===== config.mk =====
export PLATFORM = sky130hd
export DESIGN_NAME = usb_rx_controller_flat
export DESIGN_NICKNAME = d
export VERILOG_FILES = /design/src/rtl/usb_rx_controller_if.sv /design/src/rtl/usb_rx_controller.sv /design/src/flat_wrapper.sv
export SDC_FILE = /design/constraint.sdc
export NUM_CORES = 1
export LEC_CHECK = 0
export ABC_AREA = 1
export CORE_ASPECT_RATIO = 0.75
export CORE_MARGIN = 2
export CORE_UTILIZATION = 51
export DETAILED_ROUTE_END_ITERATION = 12
export GPL_TIMING_DRIVEN = 0
export PLACE_DENSITY = 0.76
export SYNTH_ARGS = -nofsm -noshare
export SYNTH_HDL_FRONTEND = slang
export SYNTH_SLANG_ARGS = --single-unit

===== constraint.sdc =====
create_clock -name clk -period 1.6 [get_ports clk]
set_input_delay 0.24 -clock clk [delete_from_list [all_inputs] [get_ports clk]]
set_output_delay 0.24 -clock clk [all_outputs]
set_load 0.01 [all_outputs]

===== src/rtl/usb_rx_controller_if.sv =====
// rtl/usb_rx_controller_if.sv - line-receiver and shift/hold-register signals for usb_rx_controller
interface usb_rx_controller_if;
  logic       rx_en;
  logic       rx_dp;
  logic       rx_dm;
  logic       shift_sel;
  logic       shift_din;
  logic       shift_en;
  logic       byte_valid;
  logic [7:0] rx_data;
  logic [6:0] byte_cnt;
  logic       rx_active;
  logic       pkt_done;
  logic       rx_error;
  logic [2:0] err_code;

  modport master (
    input  rx_en, rx_dp, rx_dm,
    output shift_sel, shift_din, shift_en, byte_valid, rx_data, byte_cnt,
           rx_active, pkt_done, rx_error, err_code
  );

  modport slave (
    output rx_en, rx_dp, rx_dm,
    input  shift_sel, shift_din, shift_en, byte_valid, rx_data, byte_cnt,
           rx_active, pkt_done, rx_error, err_code
  );
endinterface


===== src/rtl/usb_rx_controller.sv =====
// rtl/usb_rx_controller.sv - USB full-speed receive sequencer: NRZI decode, SYNC, unstuffing, EOP
// Optional first-byte PID check enabled by defining USB_RX_PID_CHECK_EN.
module usb_rx_controller #(
  parameter int SYNC_MIN_ZEROS = 5,
  parameter int IDLE_BITS      = 7,
  parameter int MAX_BYTES      = 64
) (
  input logic clk,
  input logic rst_n,
  usb_rx_controller_if.master bus
);
  localparam logic [1:0] LINE_J   = 2'b10;
  localparam logic [1:0] LINE_K   = 2'b01;
  localparam logic [1:0] LINE_SE0 = 2'b00;
  localparam logic [1:0] LINE_SE1 = 2'b11;
  localparam int IW = $clog2(IDLE_BITS + 1);
  localparam logic [2:0]    SYNC_MIN  = 3'(SYNC_MIN_ZEROS);
  localparam logic [6:0]    BYTE_MAX  = 7'(MAX_BYTES);
  localparam logic [IW-1:0] IDLE_LAST = IW'(IDLE_BITS - 1);

  typedef enum logic [2:0] {S_IDLE, S_SYNC, S_DATA, S_EOP1, S_EOP2, S_ERROR} state_t;

  state_t        state, state_n;
  logic [1:0]    prev_line, prev_n;
  logic [2:0]    zero_cnt, zero_n, ones_cnt, ones_n, bit_cnt, bit_n;
  logic [2:0]    err_code, err_code_n, err_val;
  logic [7:0]    shadow, shadow_n, rx_data, rx_data_n;
  logic [6:0]    byte_cnt, byte_cnt_n, byte_inc;
  logic [IW-1:0] idle_cnt, idle_n;
  logic          shift_sel, shift_sel_n, shift_din, shift_din_n, shift_en, shift_en_n;
  logic          byte_valid, byte_valid_n, rx_active, rx_active_n;
  logic          pkt_done, pkt_done_n, rx_error, rx_error_n;
  logic          pid_pend, pid_pend_n, err_hit;
  logic [1:0]    line;
  logic          is_jk, dbit;

  assign line     = {bus.rx_dp, bus.rx_dm};
  assign is_jk    = bus.rx_dp ^ bus.rx_dm;
  assign dbit     = (line == prev_line);
  assign byte_inc = byte_cnt + 7'd1;

  always_ff @(posedge clk) begin
    if (!rst_n) begin
      state <= S_IDLE;      prev_line <= LINE_J;
      zero_cnt <= '0;       ones_cnt <= '0;     bit_cnt <= '0;
      idle_cnt <= '0;       shadow <= '0;       pid_pend <= 1'b0;
      shift_sel <= 1'b0;    shift_din <= 1'b0;  shift_en <= 1'b0;
      byte_valid <= 1'b0;   rx_data <= '0;      byte_cnt <= '0;
      rx_active <= 1'b0;    pkt_done <= 1'b0;   rx_error <= 1'b0;
      err_code <= '0;
    end else begin
      state <= state_n;       prev_line <= prev_n;
      zero_cnt <= zero_n;     ones_cnt <= ones_n;       bit_cnt <= bit_n;
      idle_cnt <= idle_n;     shadow <= shadow_n;       pid_pend <= pid_pend_n;
      shift_sel <= shift_sel_n;   shift_din <= shift_din_n; shift_en <= shift_en_n;
      byte_valid <= byte_valid_n; rx_data <= rx_data_n;     byte_cnt <= byte_cnt_n;
      rx_active <= rx_active_n;   pkt_done <= pkt_done_n;   rx_error <= rx_error_n;
      err_code <= err_code_n;
    end
  end

  always_comb begin
    state_n = state;        prev_n = prev_line;
    zero_n = zero_cnt;      ones_n = ones_cnt;        bit_n = bit_cnt;
    idle_n = idle_cnt;      shadow_n = shadow;        pid_pend_n = 1'b0;
    shift_sel_n = shift_sel; shift_din_n = shift_din; shift_en_n = 1'b0;
    byte_valid_n = 1'b0;    rx_data_n = rx_data;      byte_cnt_n = byte_cnt;
    rx_active_n = rx_active; pkt_done_n = 1'b0;       rx_error_n = 1'b0;
    err_code_n = err_code;  err_hit = 1'b0;           err_val = 3'd0;

    if (is_jk) prev_n = line;

    if (!bus.rx_en) begin
      state_n = S_IDLE;
      prev_n = LINE_J;
      shift_sel_n = 1'b0;
      rx_active_n = 1'b0;
    end else begin
      case (state)
        S_IDLE: begin
          if (line == LINE_K) begin
            state_n = S_SYNC;
            zero_n = 3'd1;
          end
        end
        S_SYNC: begin
          if (line == LINE_SE1) begin
            err_hit = 1'b1; err_val = 3'd2;
          end else if (line == LINE_SE0) begin
            state_n = S_IDLE;
          end else if (!dbit) begin
            zero_n = (zero_cnt == 3'd7) ? 3'd7 : zero_cnt + 3'd1;
          end else if (zero_cnt >= SYNC_MIN) begin
            state_n = S_DATA;
            shift_sel_n = 1'b1; rx_active_n = 1'b1;
            ones_n = 3'd1; bit_n = 3'd0; byte_cnt_n = 7'd0;
          end else begin
            state_n = S_IDLE;
          end
        end
        S_DATA: begin
          // A pending PID mismatch wins over whatever the line does this cycle.
          if (pid_pend) begin
            err_hit = 1'b1; err_val = 3'd5;
          end else if (line == LINE_SE1) begin
            err_hit = 1'b1; err_val = 3'd2;
          end else if (line == LINE_SE0) begin
            if (bit_cnt != 3'd0) begin
              err_hit = 1'b1; err_val = 3'd3;
            end else begin
              state_n = S_EOP1;
            end
          end else if (ones_cnt == 3'd6) begin
            if (dbit) begin
              err_hit = 1'b1; err_val = 3'd1;
            end else begin
              ones_n = 3'd0;
            end
          end else begin
            shift_en_n = 1'b1;
            shift_din_n = dbit;
            shadow_n[bit_cnt] = dbit;
            ones_n = dbit ? ones_cnt + 3'd1 : 3'd0;
            bit_n = bit_cnt + 3'd1;
            if (bit_cnt == 3'd7) begin
              if (byte_inc > BYTE_MAX) begin
                err_hit = 1'b1; err_val = 3'd4;
              end else begin
                byte_valid_n = 1'b1;
                rx_data_n = shadow_n;
                byte_cnt_n = byte_inc;
`ifdef USB_RX_PID_CHECK_EN
                if (byte_cnt == 7'd0 && shadow_n[7:4] != ~shadow_n[3:0]) pid_pend_n = 1'b1;
`endif
              end
            end
          end
        end
        S_EOP1: begin
          if (line == LINE_SE1) begin
            err_hit = 1'b1; err_val = 3'd2;
          end else if (line == LINE_SE0) begin
            state_n = S_EOP2;
          end else begin
            err_hit = 1'b1; err_val = 3'd6;
          end
        end
        S_EOP2: begin
          if (line == LINE_SE1) begin
            err_hit = 1'b1; err_val = 3'd2;
          end else if (line == LINE_J) begin
            pkt_done_n = 1'b1;
            shift_sel_n = 1'b0; rx_active_n = 1'b0;
            state_n = S_IDLE;
          end else begin
            err_hit = 1'b1; err_val = 3'd6;
          end
        end
        S_ERROR: begin
          if (line == LINE_J) begin
            if (idle_cnt == IDLE_LAST) begin
              idle_n = '0;
              state_n = S_IDLE;
            end else begin
              idle_n = idle_cnt + 1'b1;
            end
          end else begin
            idle_n = '0;
          end
        end
        default: state_n = S_IDLE;
      endcase
    end

    if (err_hit) begin
      rx_error_n = 1'b1;
      err_code_n = err_val;
      shift_sel_n = 1'b0;
      rx_active_n = 1'b0;
      byte_valid_n = 1'b0;
      pid_pend_n = 1'b0;
      idle_n = '0;
      state_n = S_ERROR;
    end
  end

  assign bus.shift_sel  = shift_sel;
  assign bus.shift_din  = shift_din;
  assign bus.shift_en   = shift_en;
  assign bus.byte_valid = byte_valid;
  assign bus.rx_data    = rx_data;
  assign bus.byte_cnt   = byte_cnt;
  assign bus.rx_active  = rx_active;
  assign bus.pkt_done   = pkt_done;
  assign bus.rx_error   = rx_error;
  assign bus.err_code   = err_code;
endmodule


===== src/flat_wrapper.sv =====
// flat-port wrapper written by rule: the top's interface ports become plain ports
module usb_rx_controller_flat 
#(
  parameter int SYNC_MIN_ZEROS = 5,
  parameter int IDLE_BITS      = 7,
  parameter int MAX_BYTES      = 64
)
  (clk, rst_n, bus_rx_en, bus_rx_dp, bus_rx_dm, bus_shift_sel, bus_shift_din, bus_shift_en, bus_byte_valid, bus_rx_data, bus_byte_cnt, bus_rx_active, bus_pkt_done, bus_rx_error, bus_err_code);
  usb_rx_controller_if bus_i ();
  input logic clk;
  input logic rst_n;
  input wire logic [$bits(bus_i.rx_en)-1:0] bus_rx_en;
  input wire logic [$bits(bus_i.rx_dp)-1:0] bus_rx_dp;
  input wire logic [$bits(bus_i.rx_dm)-1:0] bus_rx_dm;
  output wire logic [$bits(bus_i.shift_sel)-1:0] bus_shift_sel;
  output wire logic [$bits(bus_i.shift_din)-1:0] bus_shift_din;
  output wire logic [$bits(bus_i.shift_en)-1:0] bus_shift_en;
  output wire logic [$bits(bus_i.byte_valid)-1:0] bus_byte_valid;
  output wire logic [$bits(bus_i.rx_data)-1:0] bus_rx_data;
  output wire logic [$bits(bus_i.byte_cnt)-1:0] bus_byte_cnt;
  output wire logic [$bits(bus_i.rx_active)-1:0] bus_rx_active;
  output wire logic [$bits(bus_i.pkt_done)-1:0] bus_pkt_done;
  output wire logic [$bits(bus_i.rx_error)-1:0] bus_rx_error;
  output wire logic [$bits(bus_i.err_code)-1:0] bus_err_code;
  assign bus_i.rx_en = bus_rx_en;
  assign bus_i.rx_dp = bus_rx_dp;
  assign bus_i.rx_dm = bus_rx_dm;
  assign bus_shift_sel = bus_i.shift_sel;
  assign bus_shift_din = bus_i.shift_din;
  assign bus_shift_en = bus_i.shift_en;
  assign bus_byte_valid = bus_i.byte_valid;
  assign bus_rx_data = bus_i.rx_data;
  assign bus_byte_cnt = bus_i.byte_cnt;
  assign bus_rx_active = bus_i.rx_active;
  assign bus_pkt_done = bus_i.pkt_done;
  assign bus_rx_error = bus_i.rx_error;
  assign bus_err_code = bus_i.err_code;
  usb_rx_controller #(.SYNC_MIN_ZEROS(SYNC_MIN_ZEROS), .IDLE_BITS(IDLE_BITS), .MAX_BYTES(MAX_BYTES)) u_core (.clk(clk), .rst_n(rst_n), .bus(bus_i));
endmodule

# Word level (Yosys, flattened, before mapping)

Cells that the tools add are included.

Word-level logic and storage cells: 201
Output and inout bits: 25
Bits of input ports: 5
Register bits after elaboration: 49

Equality and inequality tests: 46
Multiplexer cells: 94
Reductions and logical operators: 24
Bitwise gates (word level): 11
Order comparisons: 4
Add/sub/neg operators: 5

Operators with widths:

| cell                                                  | count |
|---|---|
| two-way mux 3 bit                                     | 47 |
| two-way mux 7 bit                                     | 9 |
| two-way mux 1 bit                                     | 25 |
| inequality test 4 x 2 -> 1 bit, second input constant | 6 |
| AND reduction 12 bit                                  | 2 |
| inequality test 2 bit, second input constant          | 10 |
| inequality test 4 x 3 -> 1 bit, second input constant | 5 |
| == test 3 bit, second input constant                  | 6 |
| inequality test 2 x 1 -> 1 bit, second input constant | 9 |
| case mux 3 bit (2 select lines)                       | 3 |
| case mux 3 bit (6 select lines)                       | 1 |
| AND reduction 9 bit                                   | 2 |
| case mux 7 bit (2 select lines)                       | 1 |
| AND reduction 7 bit                                   | 2 |
| adder 3 x 1 -> 3 bit, second input constant           | 4 |
| case mux 3 bit (4 select lines)                       | 1 |
| AND reduction 11 bit                                  | 1 |
| inverter 1 bit                                        | 10 |
| bitwise mux 8 bit                                     | 1 |
| OR reduction 8 bit                                    | 1 |
| adder 7 x 1 -> 7 bit, second input constant           | 1 |
| > comparator 7 bit, second input constant             | 1 |
| == test 3 x 2 -> 1 bit, second input constant         | 2 |
| two-way mux 2 bit                                     | 3 |
| other kinds (26)                                      | 31 |

# Longest topological paths before layout

Word-level depth: 11
Depth in mapped cells: 14
Mapped depth without buffers: 14

# Worst setup path after synthesis

Ideal clock, no wire load.

Kind: flip-flop to flip-flop
Start: register u_core.byte_cnt[1] (netlist: u_core.bus.byte_cnt[1])
End: register u_core.idle_cnt[0]
Path buffers: 0
Required time: 1.485 ns
Arrival time: 1.708 ns
Setup slack: -0.223 ns
Clock period less this slack: 1.823 ns
Setup time: 0.115 ns
Cell stages (with the launch flop): 12
Path through: dfxtp_1 > ha_1 > nand2_1 > nand3b_1 > xnor2_2 > nand3_1 > nand2_1 > nand2_1 > nand2_1 > nand3_1 > nand2_1 > nor2_1

Cells in the longest elaborated chain, start to end: 10

Ends and longest elaborated chain:

| what                            | RTL line                 | source |
|---|---|---|
| start: declaration              | usb_rx_controller.sv:28  | `logic [6:0] byte_cnt, byte_cnt_n, byte_inc;` |
| start signal: assignment        | usb_rx_controller.sv:56  | `byte_valid <= byte_valid_n; rx_data <= rx_data_n; byte_cnt <= byte_cnt_n;` |
| adder 7 x 1 -> 7 bit            | usb_rx_controller.sv:40  | `assign byte_inc = byte_cnt + 7'd1;` |
| > comparator 7 bit              | usb_rx_controller.sv:126 | `if (byte_inc > BYTE_MAX) begin` |
| two-way mux 1 bit               | usb_rx_controller.sv:126 |  |
| two-way mux 1 bit               | usb_rx_controller.sv:125 | `if (bit_cnt == 3'd7) begin` |
| two-way mux 1 bit               | usb_rx_controller.sv:113 | `end else if (ones_cnt == 3'd6) begin` |
| two-way mux 1 bit               | usb_rx_controller.sv:107 | `end else if (line == LINE_SE0) begin` |
| two-way mux 1 bit               | usb_rx_controller.sv:105 | `end else if (line == LINE_SE1) begin` |
| case mux 1 bit (4 select lines) | usb_rx_controller.sv:79  | `case (state)` |
| two-way mux 1 bit               | usb_rx_controller.sv:73  | `if (!bus.rx_en) begin` |
| OR reduction 2 bit (no line)    | n/a                      |  |
| end signal: assignment          | usb_rx_controller.sv:54  | `idle_cnt <= idle_n; shadow <= shadow_n; pid_pend <= pid_pend_n;` |
| end: declaration                | usb_rx_controller.sv:29  | `logic [IW-1:0] idle_cnt, idle_n;` |

Every way passes these cells.
A chain may end at the register's enable or synchronous reset.

# Worst setup path after layout

Start: register u_core.byte_cnt[1] (netlist: u_core.bus.byte_cnt[1])
End: register u_core.idle_cnt[1]

Same word-level chain as after synthesis.

==> impl_results.md <==
- PD cells: 746.3 nW/um^2
- # diodes: 0
- Hold Crit Class: input port to flip-flop
- Final core occ: between 70% and 80%
- Clock Tree Root: clkbuf_8
- Routability cong.: a little under 0.9
- Placed Cells: a little under 500
- Yosys top cell area share: between 30% and 40%
- Site Rows: 22
- Startpoint types: flip-flop
- Final Hold Fails: 0
- Syn nets: 406
- Initial drt markers: roughly 280
- GRT Util Overall: 26.30%
- Largest net degree at the start of global routing: 16
- Sequential Power Share: roughly half
- H-tree depth: 2
- I/O Pins: 30
- Top FF cell, synth: dfxtp_1
- Worst hold path stage count: 3
- Final setup margin: -0.2365 ns
- P&R area growth vs syn: 34.07%
- # DRC: 0
- Skew final: approximately 0.0076 ns
- CP Data Required Time: between 1.5 and 2 ns
- Failing checks: negative setup slack
- Number of synthesized flops with an enable pin: 0
- Max cap viols: 0
- Crit path DAT: around 2.1 ns
- IO buf count: 29
- Post-synth top area cell: dfxtp_1
- Worst reg2reg setup slack: -0.24 ns
- Ratio of cells with drive above 1 in the final layout: about a quarter
- Asr flop ratio synth: 0%
- Die Height: 67.05 um
- First-pass iteration count of the detailed router: 8
- Worst R2R Path Depth: 11
- Placed inst area: around 3100 sq um
- Psw: between 0.7 and 0.8 mW
- Skew-Pair Late Insertion Delay: ~0.31 ns
- Leak Pwr: around 1.5 nW
- RSZ-0062 raised after global routing: yes
- Slew headroom: 63.64%
- RR Endpoint: u_core.idle_cnt[1]
- Layout Cells excl Fill: between 500 and 600
- Post-layout min period: around 1.8 ns
- Internal power: ~1.9 mW
- Total congestion overflow: 0
- Clock share of power: between 30% and 40%
- Worst-case clock buffer depth: 2
- Flops & latches, synth: about 50
- Hold path startpoint: bus_rx_dm
- Final WL: 7591 um
- Final worst path period share: 114.8%
- Net Sw Frac: 29.36%
- Netlist Area Pre-Place: 2703 sq um
- Initial antenna violation count: 0
- Highest clock rate: between 500 and 600 MHz
- Worst-margin pin slew: between 0.5 and 0.6 ns
- # hold bufs at CTS: 0
- Peak VDD IR: slightly below 0.5 mV
- Routed Antenna Nets: 0
- Crit Path Class: flip-flop to flip-flop
- Vias post-DR: 2894
- Wirelength per Cell: about 15 um
- Die area: roughly 5900 sq um
- Global-route wire length before repair: 12100 um
- R2r startpoint: u_core.bus.byte_cnt[1]
- Largest fanout on the critical path: 5
- Cell count after synthesis: between 300 and 400
- Sequential element share of the synthesized area: between 30% and 40%
- Dominant cell by count in the synthesized netlist: nand2_1
- Logic pwr share: a little under a fifth
- Initial Util: 53.95%
- Via density: roughly 5.5
- Clock buffer count from CTS: 5
- Status: finished with violations
- Post-route cell area: around 3600 sq um
- DPL Wire Length: between 5000 and 6000 um
- Die Wd: 88.06 um
- Netlist cell types: 39
- Top cells by area, synth: dfxtp_1 (36%), nand2_1 (8.2%), nor2_1 (7.9%)
- Vias in the first global route: around 2700
- Setup violators final: 29
- Worst Hold Endpoint: u_core.prev_line[0]
- CTS tree: built
- Nets: between 400 and 500
- Slew Limit Fails: 0
- Post-synth top cells: nand2_1 (59), nor2_1 (57), dfxtp_1 (49), inv_1 (46), a21oi_1 (38)
- Fillcell total: ~440
- Min Hold Slack: ~0.30 ns
- Clock slew at reported path FFs: ~0.1 ns
- Clk sinks: a little under 50
- CP Capture Type: flip-flop
- Mean Syn Cell Area: ~7 sq um
- Yosys warnings: 0
- Core area: 5010 sq um
[power by group through the flow]
stage / Combinational [mW] / Sequential, mW / Clock (mW)
after floorplan: 0.270 / 1.32 / 0
after global placement: 0.390 / 1.32 / 0
after detailed placement: 0.396 / 1.33 / 0
after CTS: 0.457 / 1.30 / 0.889
after global routing: 0.568 / 1.31 / 0.945
final: 0.518 / 1.30 / 0.885
[metrics by stage]
step	setup WS, ns	TNS [ns]	power (mW)
finish	-0.2365	-4.466	2.704
global route	-0.3422	-8.477	2.820
CTS	-0.2035	-3.744	2.642
detailed placement	-0.8986	-34.26	1.724
global placement	-0.8574	-32.72	1.715
floorplan	-0.01263	-0.08154	1.595
[worst max-delay path, cell delays in order, from the launching register on]
cell and delay (ns):
dfxtp_4 0.38, ha_4 0.15, nand2_2 0.06, nand3b_1 0.20
xnor2_2 0.25, nand3_1 0.14, nand2_1 0.10, nand2_2 0.07
nand2_4 0.09, nand3_4 0.11, nand2_2 0.13, nor2_1 0.05
[worst max path at each step]
stage                                  end  depth (start not counted)                   start  slack [ns]
floorplan               u_core.idle_cnt[0]                         11  u_core.bus.byte_cnt[0]       -0.01
global placement    u_core.bus.byte_cnt[0]                         11               bus_rx_dm       -0.86
detailed placement  u_core.bus.byte_cnt[0]                         11               bus_rx_dm       -0.90
CTS                     u_core.idle_cnt[1]                         11  u_core.bus.byte_cnt[0]       -0.20
global route            u_core.idle_cnt[2]                         11  u_core.bus.byte_cnt[0]       -0.34
finish                  u_core.idle_cnt[1]                         11  u_core.bus.byte_cnt[1]       -0.24
[flip-flops by register name, indices dropped and copies added, names as in the netlist]
signal / flops
u_core.bus.rx_data: 8
u_core.shadow: 8
u_core.bus.byte_cnt: 7
u_core.bit_cnt: 3
u_core.bus.err_code: 3
u_core.idle_cnt: 3
u_core.ones_cnt: 3
u_core.state: 3
u_core.zero_cnt: 3
u_core.prev_line: 2
u_core.bus.byte_valid: 1
u_core.bus.pkt_done: 1
u_core.bus.rx_error: 1
u_core.bus.shift_din: 1
u_core.bus.shift_en: 1
u_core.bus.shift_sel: 1
[kinds of logic (layout without fill, tap and decap cells)]
kind of cell / after synthesis / count (layout) / share of synthesized area (%)
flops: 49 / 49 / 36.30
buf+inv: 61 / 123 / 8.981
simple gates: 171 / 171 / 28.98
compound gates: 91 / 91 / 18.47
xor+xnor: 3 / 3 / 1.250
fa+ha+maj: 13 / 13 / 6.019
[timing repair]
item                       4_1_cts  5_1_grt
hold endpoints to repair         0        0
setup endpoints to repair       46       48
buffers inserted                21        5
gates resized for setup         40       39
pin swaps                       10        7
[layout make-up]
cell class	count	area, sq um	share of cell area, %
clock buffers	7	107.6	2.970
flip-flops and latches	49	1011	27.90
repair buffers	55	488.0	13.47
multi-input cells	278	1645	45.41
plain buffers	9	68.82	1.899
clock inverters	1	7.507	0.2072
well taps	72	90.09	2.486
inverters	51	205.2	5.663
[layer usage]
metal / vias up / GRT usage, % / wire length, um
met2: 130 / 40.81 / 3366
met4: 0 / 9.659 / 158
met5: - / 0 / 0
met3: 26 / 5.700 / 555
met1: 1329 / 35.87 / 3510
li1: 1409 / - / -
[layout by cell type, fill, tap and decap left out, types with 3 or more instances in the layout]
cell type        count
clkdlybuf4s50_1     25
nor2_1              52
o21ai_1              8
dfxtp_4              6
nand4_1              6
inv_4                4
nor4_1               4
buf_6                7
a21oi_1             38
o21ai_0             26
nand3_1             14
inv_1               42
dfxtp_2              6
o21bai_1             3
inv_2                4
nand2_4              3
o21a_1               5
buf_4               24
nand3_4              3
nand3_2              4
nand2_1             45
nand2_2             12
dfxtp_1             37
ha_1                 9
nor2_2               5
nor3_1              14
clkbuf_8             6
Note: power is estimated with default switching activity, not from simulation.
